`config.mk`:
```
export PLATFORM = sky130hd
export DESIGN_NAME = breakout_bounce_gen
export DESIGN_NICKNAME = d
export VERILOG_FILES = /design/src/rtl/breakout_pkg.sv /design/src/rtl/breakout_lfsr16.sv /design/src/rtl/breakout_bounce_gen.sv
export SDC_FILE = /design/constraint.sdc
export NUM_CORES = 1
export LEC_CHECK = 0
export ABC_AREA = 0
export BUFFER_PORTS_ARGS = -buffer_cell sky130_fd_sc_hd__buf_2
export CORE_ASPECT_RATIO = 1.2
export CORE_MARGIN = 3
export CORE_UTILIZATION = 45
export DETAILED_ROUTE_END_ITERATION = 12
export PLACE_DENSITY = 0.63
export SLEW_MARGIN = 10
export SYNTH_ARGS = -nofsm -noshare
export SYNTH_HDL_FRONTEND = slang
export SYNTH_SLANG_ARGS = --single-unit
```
`constraint.sdc`:
```
create_clock -name clk -period 3.05 [get_ports clk]
set_input_delay 0.4575 -clock clk [delete_from_list [all_inputs] [get_ports clk]]
set_output_delay 0.4575 -clock clk [all_outputs]
set_load 0.02 [all_outputs]
```
`src/rtl/breakout_pkg.sv`:
```
// rtl/breakout_pkg.sv - shared types and constants for the breakout button path
package breakout_pkg;

    // Bounce generator sequencing states
    typedef enum logic [1:0] {
        IDLE   = 2'd0,
        BOUNCE = 2'd1,
        HOLD   = 2'd2,
        DONE   = 2'd3
    } bounce_state_t;

    // Galois feedback taps for the 16-bit LFSR
    localparam logic [15:0] LFSR_MASK = 16'hB400;

    // Power-on LFSR contents when the instantiator does not choose one
    localparam logic [15:0] LFSR_DEFAULT_SEED = 16'hACE1;

    // Settle window shared by the debouncer and the chatter emulator
    localparam int DEBOUNCE_CYCLES = 10000;

endpackage

```
`src/rtl/breakout_lfsr16.sv`:
```
// rtl/breakout_lfsr16.sv - free-running 16-bit Galois LFSR with parameterised seed
module breakout_lfsr16
    import breakout_pkg::*;
#(
    parameter logic [15:0] SEED = LFSR_DEFAULT_SEED
) (
    input  logic        clk,
    input  logic        reset,
    output logic [15:0] state
);

    // An all-zero state would lock the LFSR, so a zero seed is nudged to 1
    localparam logic [15:0] SEED_EFF = (SEED == 16'h0000) ? 16'h0001 : SEED;

    // Shift right every clock, folding the taps in when a one falls out
    always_ff @(posedge clk) begin
        if (reset) begin
            state <= SEED_EFF;
        end else begin
            state <= {1'b0, state[15:1]} ^ (state[0] ? LFSR_MASK : 16'h0000);
        end
    end

endmodule

```
`src/rtl/breakout_bounce_gen.sv`:
```
// rtl/breakout_bounce_gen.sv - button chatter emulator; BOUNCE_GEN_DETERMINISTIC_EN fixes bounce count and gap
module breakout_bounce_gen
    import breakout_pkg::*;
#(
    parameter int          BOUNCE_MAX  = 5,
    parameter int          GAP_MIN     = 250,
    parameter int          GAP_BITS    = 8,
    parameter int          HOLD_CYCLES = DEBOUNCE_CYCLES,
    parameter logic [15:0] LFSR_SEED   = LFSR_DEFAULT_SEED
) (
    input  logic clk,
    input  logic reset,
    input  logic req_valid,
    input  logic req_level,
    output logic req_ready,
    output logic btn_out,
    output logic busy,
    output logic done
);

    // Gap counter holds gap-1, at most GAP_MIN + 2^GAP_BITS - 2
    localparam int GW = $clog2(GAP_MIN + (1 << GAP_BITS));
    localparam int HW = $clog2(HOLD_CYCLES + 1);
    localparam logic [2:0]    BMAX      = 3'(BOUNCE_MAX);
    localparam logic [HW-1:0] HOLD_LOAD = HW'(HOLD_CYCLES - 1);

    bounce_state_t state;
    logic [15:0]   lfsr_q;
    logic [GW-1:0] gap_cnt;
    logic [HW-1:0] hold_cnt;
    logic [3:0]    toggles_left;
    logic [2:0]    k_load;
    logic [GW-1:0] gap_load;
    logic          unused_lfsr_bits;

    breakout_lfsr16 #(
        .SEED (LFSR_SEED)
    ) u_lfsr (
        .clk   (clk),
        .reset (reset),
        .state (lfsr_q)
    );

    // Not every LFSR bit steers timing; reduce the rest into a sink
    assign unused_lfsr_bits = ^lfsr_q;

    // Bounce pair count and next gap (minus one), both drawn from the current LFSR state
    always_comb begin
        k_load   = BMAX;
        gap_load = GW'(GAP_MIN - 1);
`ifdef BOUNCE_GEN_DETERMINISTIC_EN
        k_load   = BMAX;
        gap_load = GW'(GAP_MIN - 1);
`else
        k_load   = (lfsr_q[2:0] > BMAX) ? BMAX : lfsr_q[2:0];
        gap_load = GW'(GAP_MIN - 1) + GW'(lfsr_q[GAP_BITS-1:0]);
`endif
    end

    // Request sequencer: first toggle on acceptance, 2k further toggles, hold, one-cycle done
    always_ff @(posedge clk) begin
        if (reset) begin
            state        <= IDLE;
            btn_out      <= 1'b0;
            busy         <= 1'b0;
            done         <= 1'b0;
            req_ready    <= 1'b1;
            gap_cnt      <= '0;
            hold_cnt     <= '0;
            toggles_left <= '0;
        end else begin
            case (state)
                IDLE: begin
                    if (req_valid && req_ready) begin
                        busy      <= 1'b1;
                        req_ready <= 1'b0;
                        if (req_level != btn_out) begin
                            btn_out <= req_level;
                            if (k_load != 3'd0) begin
                                state        <= BOUNCE;
                                toggles_left <= {k_load, 1'b0};
                                gap_cnt      <= gap_load;
                            end else begin
                                state    <= HOLD;
                                hold_cnt <= HOLD_LOAD;
                            end
                        end else begin
                            state    <= HOLD;
                            hold_cnt <= HOLD_LOAD;
                        end
                    end
                end
                BOUNCE: begin
                    if (gap_cnt == '0) begin
                        btn_out      <= ~btn_out;
                        toggles_left <= toggles_left - 4'd1;
                        if (toggles_left == 4'd1) begin
                            state    <= HOLD;
                            hold_cnt <= HOLD_LOAD;
                        end else begin
                            gap_cnt <= gap_load;
                        end
                    end else begin
                        gap_cnt <= gap_cnt - 1'b1;
                    end
                end
                HOLD: begin
                    if (hold_cnt == '0) begin
                        state <= DONE;
                        done  <= 1'b1;
                    end else begin
                        hold_cnt <= hold_cnt - 1'b1;
                    end
                end
                DONE: begin
                    state     <= IDLE;
                    done      <= 1'b0;
                    busy      <= 1'b0;
                    req_ready <= 1'b1;
                end
                default: begin
                    state <= IDLE;
                end
            endcase
        end
    end

endmodule
```
# == Yosys cells after proc, flatten, opt, wreduce, memory -nomap -nowiden ==
# Cells that the tools add are included.
# op_classes
addsub,4
n_lt_le_gt_ge,1
eq_ne,14
n_mux,37
bitwise_logic,2
reduce_logical,16
# ops
operator,n
$mux 14,6
$mux 9,5
$pmux 14 s3,1
$pmux 9 s2,1
$mux 16,1
$mux 4,4
$xor 15x16->16,1
$logic_not 14->1,1
$ne 2x2->1 const B,7
$sub 14x1->14 const B,1
$mux 2,6
$reduce_and 5->1,2
$add 8x8->9 const A,1
$logic_not 9->1,1
$sub 9x1->9 const B,1
$pmux 1 s2,4
$pmux 2 s4,1
$pmux 4 s2,1
$reduce_and 4->1,2
$mux 1,6
$ne 3x3->1 const B,2
$reduce_and 6->1,1
$reduce_bool 2->1,3
$reduce_bool 3->1,2
11 further kinds,13
# totals
ff_bits,49
in_bits,4

# == Longest topological paths before layout ==
# logic_depth
depth_word,7
mapped_depth,9
ltp_nobuf,7

# == Hierarchy ==
# A second synthesis with hierarchy kept.
# hier_totals
cells_unflattened,311
hier_area_um2,2603.7
# by_module_without_submodules
module,instances,cells_each,area_per_inst_um2,seq_area_each_um2
breakout_bounce_gen,1,275,2140.8,660.6
breakout_lfsr16,1,36,462.9,320.3

# == Worst setup path after synthesis ==
# Ideal clock, no wire load.
# synth_path
path_type,reg2reg
startpoint,reg gap_cnt[0]
endpoint,reg hold_cnt[4]
arrival_time_ns,2.334
required_time_ns,2.980
setup_slack_ns,0.647
path_stages_with_launch,9
path_buffers,1
synth_period_minus_slack_ns,2.403
path_cell_list,dfxtp_1 > inv_1 > ha_1 > or3b_2 > clkbuf_1 > o41ai_4 > nand4_4 > or4_1 > a21oi_1
# synth_via
elab_chain_cells,3
# synth_lines
element,line,rtl
from (decl),breakout_bounce_gen.sv:29,logic [GW-1:0] gap_cnt;
from (signal assigned),breakout_bounce_gen.sv:82,gap_cnt <= gap_load;
from (signal assigned),breakout_bounce_gen.sv:101,gap_cnt <= gap_load;
from (signal assigned),breakout_bounce_gen.sv:104,gap_cnt <= gap_cnt - 1'b1;
$logic_not 9->1,breakout_bounce_gen.sv:94,if (gap_cnt == '0) begin
$ne 2x2->1 (no line),n/a,
$reduce_and 6->1 (no line),n/a,
to (signal assigned),breakout_bounce_gen.sv:112,hold_cnt <= hold_cnt - 1'b1;
to (decl),breakout_bounce_gen.sv:30,logic [HW-1:0] hold_cnt;
# No other way between the ends.
# A chain may end at the register's enable or synchronous reset.

# == Final worst setup path ==
# Same ends and word-level chain as after synthesis.

==> impl_results.md <==
- Status: complete, no violations
- Crit path kind: flop to flop
- RSZ-0062 raised after global routing: no
- FILL cells: 533
- Seq/Total Area, Yosys: 37.5%
- Post-synth EDFFs: 0
- Leak Pwr: 1.01 nW
- Post-CTS sizing: 0
- Chip height: 89.5 um
- I/O Pins: 8
- P&R area growth vs syn: 6.70%
- Rows: 29
- Share of layout cells above drive strength 1: 10.1%
- DRT Pass-1 Iters: 4
- Peak Freq: 380 MHz
- Layout Cells excl Fill: 378
- CTS Buf Count: 5
- Syn Inst Count: 314
- # Post-CTS Setup Buffers: 0
- Routed Antenna Nets: 0
- Die width: 75.6 um
- Die area: 0.00677 sq mm
- Placement Setup Slack: 0.417 ns
- Clk_lat worst skew: 0.31 ns
- MaxCap Viol Count: 0
- DR DRC count: 0
- Worst Path Required: 3.29 ns
- CTS tree: built
- CP max FO: 18
- Most frequent cells in the layout: dfxtp_1, a21oi_1, nand2_1
- Synthesized Nets: 329
- Rel. slew slack: 48.1%
- Most common cell after layout, fill and taps aside: dfxtp_1
- Global-route wire length before repair: 9.25 mm
- Number of hold buffers added after CTS: 0
- GRT Residual Overflow: 0
- Initial antenna violation count: 0
- Tot GR Track Use: 17.6%
- Final setup margin: 0.422 ns
- Clock sinks: 49
- Post-synthesis async set-or-reset flop share: 0%
- Final cycle utilization of the critical path: 86.2%
- Endpoint type of the worst setup path: flop
- Pwr Density: 919 mW/mm^2
- Gpl congestion: 0.856
- DP HPWL: 3.78 mm
- WL/cell: 14.0 um
- Clk root buf: clkbuf_8
- Via count: 2191
- Clk buf depth: 2
- Pin count of the biggest net entering global routing: 48
- Setup_tns: 0 ns
- Inserted Diodes: 0
- Clock skew: 0.0112 ns
- Vias/cell: 5.80
- Mapped Avg Cell Area: 8.33 sq um
- Initial Utilization: 48.0%
- Critical path arrival: 2.87 ns
- Port bufs: 7
- Crit start category: flop
- CTS clk-pin slew, worst paths: 0.09 ns
- Initial DRC Count: 68
- Worst VDD drop: 0.439 mV
- Syn Std Cell Area: 0.00262 sq mm
- Min cycle time layout: 2.63 ns
- H-tree levels: 2
- Hold Path Class: flop to flop
- Synthesized flop and latch total: 49
- Drt total wl: 5.30 mm
- Final hold vios: 0
- Synth cell types: 49
- Final setup viols: 0
- Placed Cells: 370
- Fin nets: 330
- Worst-Margin Slew: 0.778 ns
- Final Max Slew Viols: 0
- Post-synth top flop: dfxtp_1
- Syn. warnings: 0
- Number of global-route vias before repair: 2089
- Core area: 0.00544 sq mm
[stage by stage]
step	total power, mW	area, sq um	util [%]	hold slack (ns)
after CTS	2.59	2790	51.3	0.417
after detailed placement	2.18	2690	49.5	0.394
after global routing	2.82	2790	51.3	0.430
after floorplan	1.91	2620	-	0.389
after global placement	2.16	2690	49.5	0.391
final	2.56	2790	51.3	0.414
[cell usage after synthesis, types with 2 or more instances]
master / number / area, sq um
or2_2: 7 / 43.8
or3_1: 7 / 43.8
a21o_1: 2 / 15.0
and2_1: 4 / 25.0
a21oi_1: 30 / 150
buf_2: 3 / 15.0
or3b_2: 2 / 17.5
nor3b_1: 2 / 15.0
o21ai_0: 11 / 55.1
o32ai_1: 2 / 17.5
inv_1: 17 / 63.8
o2111ai_1: 2 / 17.5
nor2_1: 15 / 56.3
or4_1: 9 / 67.6
o31ai_1: 8 / 60.1
nand2_1: 24 / 90.1
nor3_1: 13 / 65.1
dfxtp_1: 49 / 981
xnor2_1: 8 / 70.1
a311oi_1: 6 / 52.6
o31a_1: 2 / 17.5
nand2b_1: 6 / 37.5
nand4_1: 2 / 12.5
o211ai_1: 2 / 15.0
clkbuf_1: 14 / 52.6
and4_1: 2 / 17.5
a211oi_1: 6 / 45.0
nor2b_1: 9 / 56.3
nand3b_1: 3 / 22.5
a31oi_1: 7 / 43.8
nand3_1: 9 / 45.0
nor4_1: 4 / 25.0
ha_1: 11 / 138
[critical path: stages, from the launching register on]
cell and delay (ns):
dfxtp_1 0.34, inv_1 0.08, ha_1 0.17, or3b_2 0.57, o41ai_4 0.41, nand4_4 0.29, or4_1 0.57, a21oi_1 0.14
[cells by family after synthesis]
logic type               count (synthesis)  share of synthesized area (%)
buffers and inverters                   35                           5.17
multiplexers                             1                          0.383
XOR/XNOR                                 9                           3.01
flip-flops                              49                           37.5
AND/OR/NAND/NOR                        121                           26.0
adder cells (fa/ha/maj)                 11                           5.26
AO/OA/AOI/OAI                           88                           22.6
[flip-flops by register name (all words and copies together) (netlist names)]
| name | cells |
|---|---|
| u_lfsr.state | 16 |
| hold_cnt | 14 |
| gap_cnt | 9 |
| toggles_left | 4 |
| state | 2 |
| btn_out | 1 |
| busy | 1 |
| done | 1 |
| req_ready | 1 |
[metal layers]
layer / vias to the layer above / share of wire [%] / GRT usage [%]
li1: 1147 / - / -
met4: 0 / 1.4 / 5.88
met3: 5 / 1.6 / 3.37
met2: 10 / 51 / 32.0
met1: 1029 / 46 / 20.4
met5: - / 0 / 0
[final cells by class]
class / count / area, sq um / share of cell area, %
Tap cell: 62 / 77.6 / 2.78
Sequential cell: 49 / 981 / 35.2
Timing Repair Buffer: 12 / 72.6 / 2.60
Inverter: 17 / 63.8 / 2.29
Clock buffer: 6 / 82.6 / 2.96
Multi-Input combinational cell: 230 / 1500 / 53.7
Clock inverter: 2 / 13.8 / 0.493
[power breakdown]
group	total (mW)	switching, mW	leakage (nW)	internal, mW
Sequential	0.959	0.162	0.404	0.797
Combinational	1.20	0.722	0.560	0.482
Clock	0.402	0.218	0.0512	0.184
Total	2.56	1.10	1.01	1.46
[final timing paths]
| check | from | to | slack (ns) | cells after the start |
|---|---|---|---|---|
| worst min-delay path | u_lfsr.state[8]$_SDFF_PP0_ | u_lfsr.state[7]$_SDFF_PP1_ | 0.41 | 1 |
| worst max register to register | gap_cnt[0]$_SDFFE_PP0P_ | hold_cnt[4]$_SDFFE_PP0P_ | 0.42 | 7 |
| worst min register to register | u_lfsr.state[8]$_SDFF_PP0_ | u_lfsr.state[7]$_SDFF_PP1_ | 0.41 | 1 |
| worst max-delay path | gap_cnt[0]$_SDFFE_PP0P_ | hold_cnt[4]$_SDFFE_PP0P_ | 0.42 | 7 |
(Power assumes the default switching activity.)
